`src/rtl/serial_add_ctrl.sv`:
```
// Bit-serial adder: one full-adder cell stepped LSB first, WIDTH+2 cycles per operation.
// Define SERIAL_ADD_OVF_EN to compile in signed-overflow detection; otherwise ovf is tied to 0.
module serial_add_ctrl #(
  parameter int WIDTH = 8
) (
  input  logic             clk,
  input  logic             rst,
  input  logic             start,
  input  logic [WIDTH-1:0] a,
  input  logic [WIDTH-1:0] b,
  input  logic             cin,
  output logic             busy,
  output logic             done,
  output logic [WIDTH-1:0] sum,
  output logic             cout,
  output logic             ovf
);

  localparam int IDX_W = $clog2(WIDTH);
  localparam logic [IDX_W-1:0] LAST_IDX = IDX_W'(WIDTH - 1);

  typedef enum logic [1:0] {
    IDLE = 2'd0,
    RUN  = 2'd1,
    DONE = 2'd2
  } state_t;

  state_t           state_q, state_d;
  logic [IDX_W-1:0] idx_q, idx_d;
  logic             carry_q, carry_d;
  logic [WIDTH-1:0] opa_q, opa_d;
  logic [WIDTH-1:0] opb_q, opb_d;
  logic [WIDTH-1:0] acc_q, acc_d;
  logic [WIDTH-1:0] sum_q, sum_d;
  logic             cout_q, cout_d;
  logic             sbit, cnext;
`ifdef SERIAL_ADD_OVF_EN
  logic             ovf_q, ovf_d;
`endif

  // Operands shift right each step so the active bit is always at position 0.
  assign sbit  = opa_q[0] ^ opb_q[0] ^ carry_q;
  assign cnext = (opa_q[0] & opb_q[0]) | (opa_q[0] & carry_q) | (opb_q[0] & carry_q);

  always_comb begin
    state_d = state_q;
    idx_d   = idx_q;
    carry_d = carry_q;
    opa_d   = opa_q;
    opb_d   = opb_q;
    acc_d   = acc_q;
    sum_d   = sum_q;
    cout_d  = cout_q;
`ifdef SERIAL_ADD_OVF_EN
    ovf_d   = ovf_q;
`endif
    case (state_q)
      IDLE: begin
        if (start) begin
          state_d = RUN;
          opa_d   = a;
          opb_d   = b;
          carry_d = cin;
          idx_d   = '0;
        end
      end
      RUN: begin
        opa_d   = opa_q >> 1;
        opb_d   = opb_q >> 1;
        carry_d = cnext;
        acc_d   = {sbit, acc_q[WIDTH-1:1]};
        idx_d   = idx_q + IDX_W'(1);
        if (idx_q == LAST_IDX) begin
          // Final bit: publish the result on the same edge that enters DONE.
          state_d = DONE;
          idx_d   = '0;
          sum_d   = {sbit, acc_q[WIDTH-1:1]};
          cout_d  = cnext;
`ifdef SERIAL_ADD_OVF_EN
          ovf_d   = carry_q ^ cnext;
`endif
        end
      end
      DONE:    state_d = IDLE;
      default: state_d = IDLE;
    endcase
  end

  always_ff @(posedge clk) begin
    if (rst) begin
      state_q <= IDLE;
      idx_q   <= '0;
      carry_q <= 1'b0;
      sum_q   <= '0;
      cout_q  <= 1'b0;
`ifdef SERIAL_ADD_OVF_EN
      ovf_q   <= 1'b0;
`endif
    end else begin
      state_q <= state_d;
      idx_q   <= idx_d;
      carry_q <= carry_d;
      sum_q   <= sum_d;
      cout_q  <= cout_d;
`ifdef SERIAL_ADD_OVF_EN
      ovf_q   <= ovf_d;
`endif
    end
  end

  always_ff @(posedge clk) begin
    opa_q <= opa_d;
    opb_q <= opb_d;
    acc_q <= acc_d;
  end

  assign busy = (state_q != IDLE);
  assign done = (state_q == DONE);
  assign sum  = sum_q;
  assign cout = cout_q;
`ifdef SERIAL_ADD_OVF_EN
  assign ovf  = ovf_q;
`else
  assign ovf  = 1'b0;
`endif

endmodule

```
`config.mk`:
```
export PLATFORM = sky130hd
export DESIGN_NAME = serial_add_ctrl
export DESIGN_NICKNAME = d
export VERILOG_FILES = /design/src/rtl/serial_add_ctrl.sv
export SDC_FILE = /design/constraint.sdc
export NUM_CORES = 1
export LEC_CHECK = 0
export CAP_MARGIN = 0
export CORE_UTILIZATION = 45
export CTS_CLUSTER_SIZE = 28
export DETAILED_ROUTE_END_ITERATION = 16
export GPL_TIMING_DRIVEN = 0
export PLACE_DENSITY = 0.71
export REMOVE_ABC_BUFFERS = 1
export SETUP_SLACK_MARGIN = 0.2
export SYNTH_ARGS = -nofsm -noshare
export SYNTH_HDL_FRONTEND = slang
export SYNTH_SLANG_ARGS = --single-unit
```
`constraint.sdc`:
```
create_clock -name clk -period 2.2 [get_ports clk]
set_input_delay 0.22 -clock clk [delete_from_list [all_inputs] [get_ports clk]]
set_output_delay 0.22 -clock clk [all_outputs]
set_load 0.02 [all_outputs]
```
# Word level (Yosys, flattened, before mapping)
# Cells that the tools add are included.
[op_classes] addsub=1 n_eq_ne=5 muxes=12 bitwise_logic=7 n_reduce_logical=6
[ops] operator="8-bit one-hot mux with 2 select lines" count=2
[ops] operator="8-bit 2-to-1 mux" count=2
[ops] operator="3-bit 2-to-1 mux" count=2
[ops] operator="3-bit one-hot mux with 2 select lines" count=1
[ops] operator="2-bit AND reduction" count=3
[ops] operator="2-bit 2-to-1 mux" count=2
[ops] operator="2-bit inequality test (second input constant)" count=2
[ops] operator="2-bit one-hot mux with 2 select lines" count=1
[ops] operator="2-bit nonzero test" count=2
[ops] operator="3-bit by 1-bit adder with 3-bit output (second input constant)" count=1
[ops] operator="1-bit bitwise AND" count=3
[ops] operator="3-bit == test (second input constant)" count=1
[ops] operator="2-bit by 1-bit == test with 1-bit output (second input constant)" count=1
[ops] operator="2-bit == test (second input constant)" count=1
[ops] operator="2-bit zero test" count=1
[ops] operator="1-bit OR" count=2
[ops] operator="1-bit one-hot mux with 2 select lines" count=1
[ops] operator="1-bit XOR" count=2
[ops] operator="1-bit 2-to-1 mux" count=1
[word_totals] ff_bits=39 in_bits=20 out_inout_bits=12 word_cells=39

# Longest topological paths before layout
# Gate-level depths: netlist (run 1).
[logic_depth] word_depth=4 depth_mapped=7

# Worst setup path after synthesis (run 1)
# Ideal clock, no wire load.
[synth_path] path_type="register to register" startpoint="register state_q[1]" endpoint="register opa_q[0] (enable)" t_arrival_ps=893 t_required_ps=1836 slack_ps=943 stages_incl_launch_ff=3 path_buffers=0 synth_period_minus_slack_ps=1257 cell_sequence="dfxtp_1 -> o21bai_2 -> inv_1"
[synth_via] elab_chain_cells=3 word_cells_on_any_way=5 classes_between="eq/ne (2); reduce/logical (3)"
[synth_rtl] element="start, declared" line_no="28" rtl="state_t state_q, state_d;"
[synth_rtl] element="start signal, assigned" line_no="100" rtl="state_q <= state_d;"
[synth_rtl] element="2-bit by 1-bit == test with 1-bit output / 2-bit zero test (equally long branches)" line_no="57" rtl="case (state_q)"
[synth_rtl] element="2-bit nonzero test (no source line) / 2-bit inequality test (equally long branches)"
[synth_rtl] element="2-bit AND reduction (no source line) (*)"
[synth_rtl] element="end signal, assigned" line_no="112" rtl="opa_q <= opa_d;"
[synth_rtl] element="end, declared" line_no="31" rtl="logic [WIDTH-1:0] opa_q, opa_d;"
# Mark *: on every way between the ends. The rest lies on a longest branch, timed or not.
# A chain may end at the register's enable or synchronous reset.

# Worst setup path in the final report (run 1)
[layout_path] startpoint="register state_q[0]" endpoint="output port busy"
[layout_via] elab_chain_cells=1
[layout_rtl] element="2-bit nonzero test" line_no="117" rtl="assign busy = (state_q != IDLE);"
[layout_rtl] element="end, declared" line_no="12" rtl="output logic busy,"
# No other way between the ends.

==> results.txt, run 1 <==
worst-margin pin slew -> 0.623 ns
unrepaired setup endpoints after global routing -> no
outcome -> completed
clock latency on the worst-skew pair -> 0.33 ns
power per cell area -> 695 nW/um^2
Placeable Area -> 3340 um^2
first-pass GRT wire length -> 4400 um
share of layout cells above drive strength 1 -> 11.5%
Routed WL per cell -> 12.0 um
die width -> 61.2 um
Hold Vio Cnt, Final -> 0
post-route worst setup slack -> 0.313 ns
initial antenna violation count -> 0
Residual DRC -> 0
die area -> 3750 um^2
IO Port Bufs -> 30
top cell type's share of synthesized area -> 43.7%
clock buffer count from CTS -> 5
1st-iter DRT viols -> 37
Final Max Slew Viols -> 0
vias in the first global route -> 995
Pre-antenna DRT Iters -> 4
largest net degree at the start of global routing -> 25
maximum net fanout on the critical path -> 9
number of placed I/O pins -> 32
post-synthesis cell area -> 1580 um^2
Syn. warnings -> 0
vias -> 1,038
hold buffer count at CTS -> 0
static leakage -> 0.737 nW
die height -> 61.2 um
final RePlAce weighted congestion -> 0.712
Req. time, crit path -> 1.98 ns
post-CTS sizing -> 0
# Post-CTS Setup Buffers -> 0
DR vias/cell -> 4.72
Final min period -> 1.89 ns
final core utilization -> 57.5%
Cells after Synth -> 143
worst vdd ir -> 0.285 mV
worst hold path type -> reg -> reg
Clk pin slew, worst setup/hold paths -> 0.11 ns
total gr overflow -> 0
final setup violation count -> 0
max_cap viols -> 0
Nets -> 196
DP Wirelength -> 1840 um
CTS root buffer -> clkbuf_4
remaining antenna violation count -> 0
largest cells by area after synthesis -> edfxtp_1, dfxtp_1, nand2_1
clk buf depth -> 2
crit start category -> register
Arrival @ worst endpoint -> 1.67 ns
flop and latch count out of synthesis -> 38
Max-slew headroom -> 58.4%
Setup TNS Final -> 0 ns
antenna cells -> 0
row cnt -> 21
Seq/Total Area, Yosys -> 62.8%
Num Clock Sinks -> 38
All-Layer GR Usage -> 16.4%
Max Clock Skew -> 0.00512 ns
crit share post-route -> 85.8%
H-tree depth -> 2
max frequency -> 530 MHz
Area Growth Syn to Fin -> 21.6%
Routed WL -> 2640 um
post-synth top area cell -> edfxtp_1
Crit. End Element -> primary output
syn avg cell area -> 11.0 um^2
Synth cell types -> 30
Crit Path Class -> reg -> out
DP Worst Slack -> 0.438 ns
CTS tree -> done
Starting Density -> 47.3%
==> cells by family after synthesis <==
| group | count (synthesis) | share of synthesized area [%] |
|---|---|---|
| compound gates | 13 | 4.99 |
| buf+inv | 9 | 5.70 |
| other cells | 1 | 0.237 |
| flops | 38 | 62.8 |
| simple gates | 78 | 22.8 |
| mux | 1 | 0.634 |
| fa+ha+maj | 3 | 2.85 |
==> path summary, 6_finish.rpt <==
kind,slack [ns],startpoint,endpoint,cells after the start
max reg2reg,0.62,state_q[0]$_SDFFE_PP0P_,opb_q[5]$_DFFE_PP_,2
min,0.46,sum[6]$_SDFFE_PP0P_,sum[6]$_SDFFE_PP0P_,2
min reg2reg,0.46,sum[6]$_SDFFE_PP0P_,sum[6]$_SDFFE_PP0P_,2
max,0.31,state_q[0]$_SDFFE_PP0P_,busy,2
==> flip-flops by register name, indices dropped and copies added, names as in the netlist <==
register	flops
cout	1
acc_q	7
idx_q	3
sum	8
opa_q	8
carry_q	1
state_q	2
opb_q	8
==> final cells by class <==
class | instances | area (um^2)
Clock inverter | 1 | 5.00
Tap cell | 46 | 57.6
Fill cell | 323 | 1420
Timing Repair Buffer | 30 | 300
Inverter | 2 | 12.5
Multi-Input combinational cell | 96 | 498
Sequential cell | 38 | 991
Clock buffer | 7 | 55.1
==> per-stage QoR <==
step	instance area [um^2]	hold WS, ns	instances	power [mW]
floorplan	1500	0.289	136	0.917
detailed placement	1860	0.438	212	0.981
finish	1920	0.459	220	1.33
global placement	1860	0.432	212	0.973
global route	1920	0.482	220	1.40
CTS	1920	0.462	220	1.35
==> report_power, final <==
| group | switching [mW] | total [mW] | internal (mW) | leakage (nW) |
|---|---|---|---|---|
| Clock | 0.217 | 0.372 | 0.155 | 0.0353 |
| Sequential | 0.0239 | 0.837 | 0.813 | 0.352 |
| Combinational | 0.0651 | 0.126 | 0.0610 | 0.350 |
==> layout by cell type, fill, tap and decap left out, drive strengths merged, types with 2 or more instances in the layout <==
cell and count:
nand2b 2, inv 2, dfxtp 15, nand2 60
and2 2, a21oi 9, clkbuf 7, edfxtp 23
a22oi 2, nor2 6, ha 2, nor3 2
clkdlybuf4s50 30
==> routing by layer <==
layer | share of wire, % | global-route usage (%) | routed length, um | vias to the layer above
li1 | - | - | - | 531
met1 | 45 | 20.1 | 1180 | 473
met2 | 49 | 27.2 | 1280 | 31
met3 | 5.6 | 5.88 | 149 | 3
met4 | 1.0 | 4.87 | 27 | 0
met5 | 0 | 0 | 0 | -
==> worst max-delay path, cell delays in order (launching register included) <==
cell and delay [ns]:
dfxtp_1 0.55, or2_1 0.18, clkdlybuf4s50_1 0.60
==> cell usage after synthesis (all sizes together) <==
library cell / count
conb: 1
and3b: 1
a22oi: 2
nand2b: 2
nor2: 6
nor3: 2
a211oi: 1
nor2b: 1
buf: 6
nand3b: 1
ha: 2
nor3b: 1
clkbuf: 1
or2: 1
nor4: 1
edfxtp: 23
dfxtp: 15
inv: 2
and2: 2
o21bai: 1
a21oi: 9
mux2i: 1
nand2: 60
fa: 1
No activity file was read; power rests on OpenSTA's default activity.
==> run 2: changes to the inputs <==
==> constraint.sdc (replaced) <==
create_clock -name clk -period 1.8 [get_ports clk]
set_input_delay 0.18 -clock clk [delete_from_list [all_inputs] [get_ports clk]]
set_output_delay 0.18 -clock clk [all_outputs]
set_load 0.02 [all_outputs]
==> run 2 against run 1 <==
Against the previous run: register-to-register slack lost 0.28 ns; global-route usage is the same; via count is 0.96% higher; critical path type unchanged; routed wire length rose by 0.26%; critical path depth fell by 1; first-iteration DRC count fell by 22%; sequential cell count did not move; hold slack worse by 0.0014 ns; die area is the same.
==> results.txt, run 2 (synthesis gave the netlist of run 1 again) <==
Residual DRC -> 0
H-tree depth -> 2
Final Max Slew Viols -> 0
crit share post-route -> 81.3%
cell area after layout -> 1930 um^2
Crit. End Element -> primary output
IO Port Bufs -> 30
Placeable Area -> 3340 um^2
most frequent cells in the layout -> nand2_1, clkdlybuf4s50_1, edfxtp_1
outcome -> completed
power per cell area -> 844 nW/um^2
Clock Power Share -> 27.9%
antenna cells -> 0
sequential share of power -> 62.7%
die width -> 61.2 um
CP top delay family -> buffers and inverters
worst path bufs/invs -> 1
switch share -> 22.9%
All-Layer GR Usage -> 16.4%
worst-margin pin slew -> 0.629 ns
clock latency on the worst-skew pair -> 0.33 ns
worst path cell trace -> clkdlybuf4s50_1
number of placed I/O pins -> 32
CTS root buffer -> clkbuf_4
Num Clock Sinks -> 38
first-pass GRT wire length -> 4400 um
Hold Vio Cnt, Final -> 0
share of layout cells above drive strength 1 -> 13.1%
total gr overflow -> 0
Area Growth Syn to Fin -> 22.4%
Comb power frac -> 9.4%
Clk pin slew, worst setup/hold paths -> 0.11 ns
max_cap viols -> 0
Int Power -> 1.26 mW
maximum net fanout on the critical path -> 2
max frequency -> 683 MHz
dpl cell area -> 1860 um^2
static leakage -> 0.760 nW
largest net degree at the start of global routing -> 25
Routed WL per cell -> 12.0 um
worst vdd ir -> 0.349 mV
DP Worst Slack -> 0.0777 ns
final RePlAce weighted congestion -> 0.712
die height -> 61.2 um
DR vias/cell -> 4.74
Arrival @ worst endpoint -> 1.28 ns
Crit Path Class -> reg -> out
Setup TNS Final -> 0 ns
Max Clock Skew -> 0.00512 ns
unrepaired setup endpoints after global routing -> no
worst hold path type -> reg -> reg
remaining antenna violation count -> 0
final setup violation count -> 0
net load switching power -> 374 uW
crit start category -> register
Max stage delay on crit path -> 0.60 ns
Pre-antenna DRT Iters -> 4
vias in the first global route -> 995
clk buf depth -> 2
DP Wirelength -> 1840 um
die area -> 3750 um^2
1st-iter DRT viols -> 29
vias -> 1,048
post-route worst setup slack -> 0.336 ns
Req. time, crit path -> 1.62 ns
hold slack -> 0.457 ns
clock buffer count from CTS -> 5
Starting Density -> 47.3%
Max-slew headroom -> 58.0%
Routed WL -> 2650 um
initial antenna violation count -> 0
row cnt -> 21
Nets -> 197
Crit-path slowest cell -> clkdlybuf4s50_1
CTS tree -> done
commonest non-fill, non-tap cell in the layout -> nand2_1
Final Power -> 1.63 mW
Final min period -> 1.46 ns
run 2: cell count changes in the layout (fill, tap and decap cells not counted), sizes merged:
cell           change
dlymetal6s2s       +1
dlygate4sd2        +1
buf                +1
clkdlybuf4s50      -2
run 2: layout make-up:
cell class                      instances  area, um^2
Clock inverter                          1        5.00
Multi-Input combinational cell         96         498
Clock buffer                            7        55.1
Timing Repair Buffer                   31         309
Fill cell                             320        1400
Tap cell                               46        57.6
Sequential cell                        38         996
Inverter                                2        12.5
run 2: repair_timing:
action                                  in CTS  in global routing
endpoints found under the setup margin       2                  3
setup buffers                                0                  1
pin swaps                                    0                  1
hold buffers                                 0                  0
gates resized for setup                      2                  3
run 2: final timing paths:
path                            slack (ns)  depth (start not counted)                   from                   to
worst max-delay path                  0.34                          1    sum[2]$_SDFFE_PP0P_               sum[2]
worst min-delay path                  0.46                          2    sum[6]$_SDFFE_PP0P_  sum[6]$_SDFFE_PP0P_
worst max register to register        0.34                          5  idx_q[0]$_SDFFE_PP0P_  sum[2]$_SDFFE_PP0P_
worst min register to register        0.46                          2    sum[6]$_SDFFE_PP0P_  sum[6]$_SDFFE_PP0P_
run 2: power groups by stage:
stage               registers, mW  clock network [mW]  logic (mW)
finish                       1.02               0.455       0.154
floorplan                    1.03                   0      0.0861
CTS                          1.02               0.470       0.157
global placement             1.04                   0       0.150
detailed placement           1.04                   0       0.156
global route                 1.03               0.504       0.174
run 2: per-layer routing:
metal  global-route usage, %  vias up  share of wire (%)
li1                        -      533                  -
met1                    20.1      478                 45
met2                    27.2       34                 48
met3                    5.88        3                6.0
met4                    4.87        0                1.0
met5                       0        -                  0
run 2: through the flow:
stage	instances	utilization (%)
5_1_grt	221	57.9
4_1_cts	220	57.5
6_report	221	57.9
2_1_floorplan	136	-
3_5_place_dp	212	55.7
3_3_place_gp	212	55.7
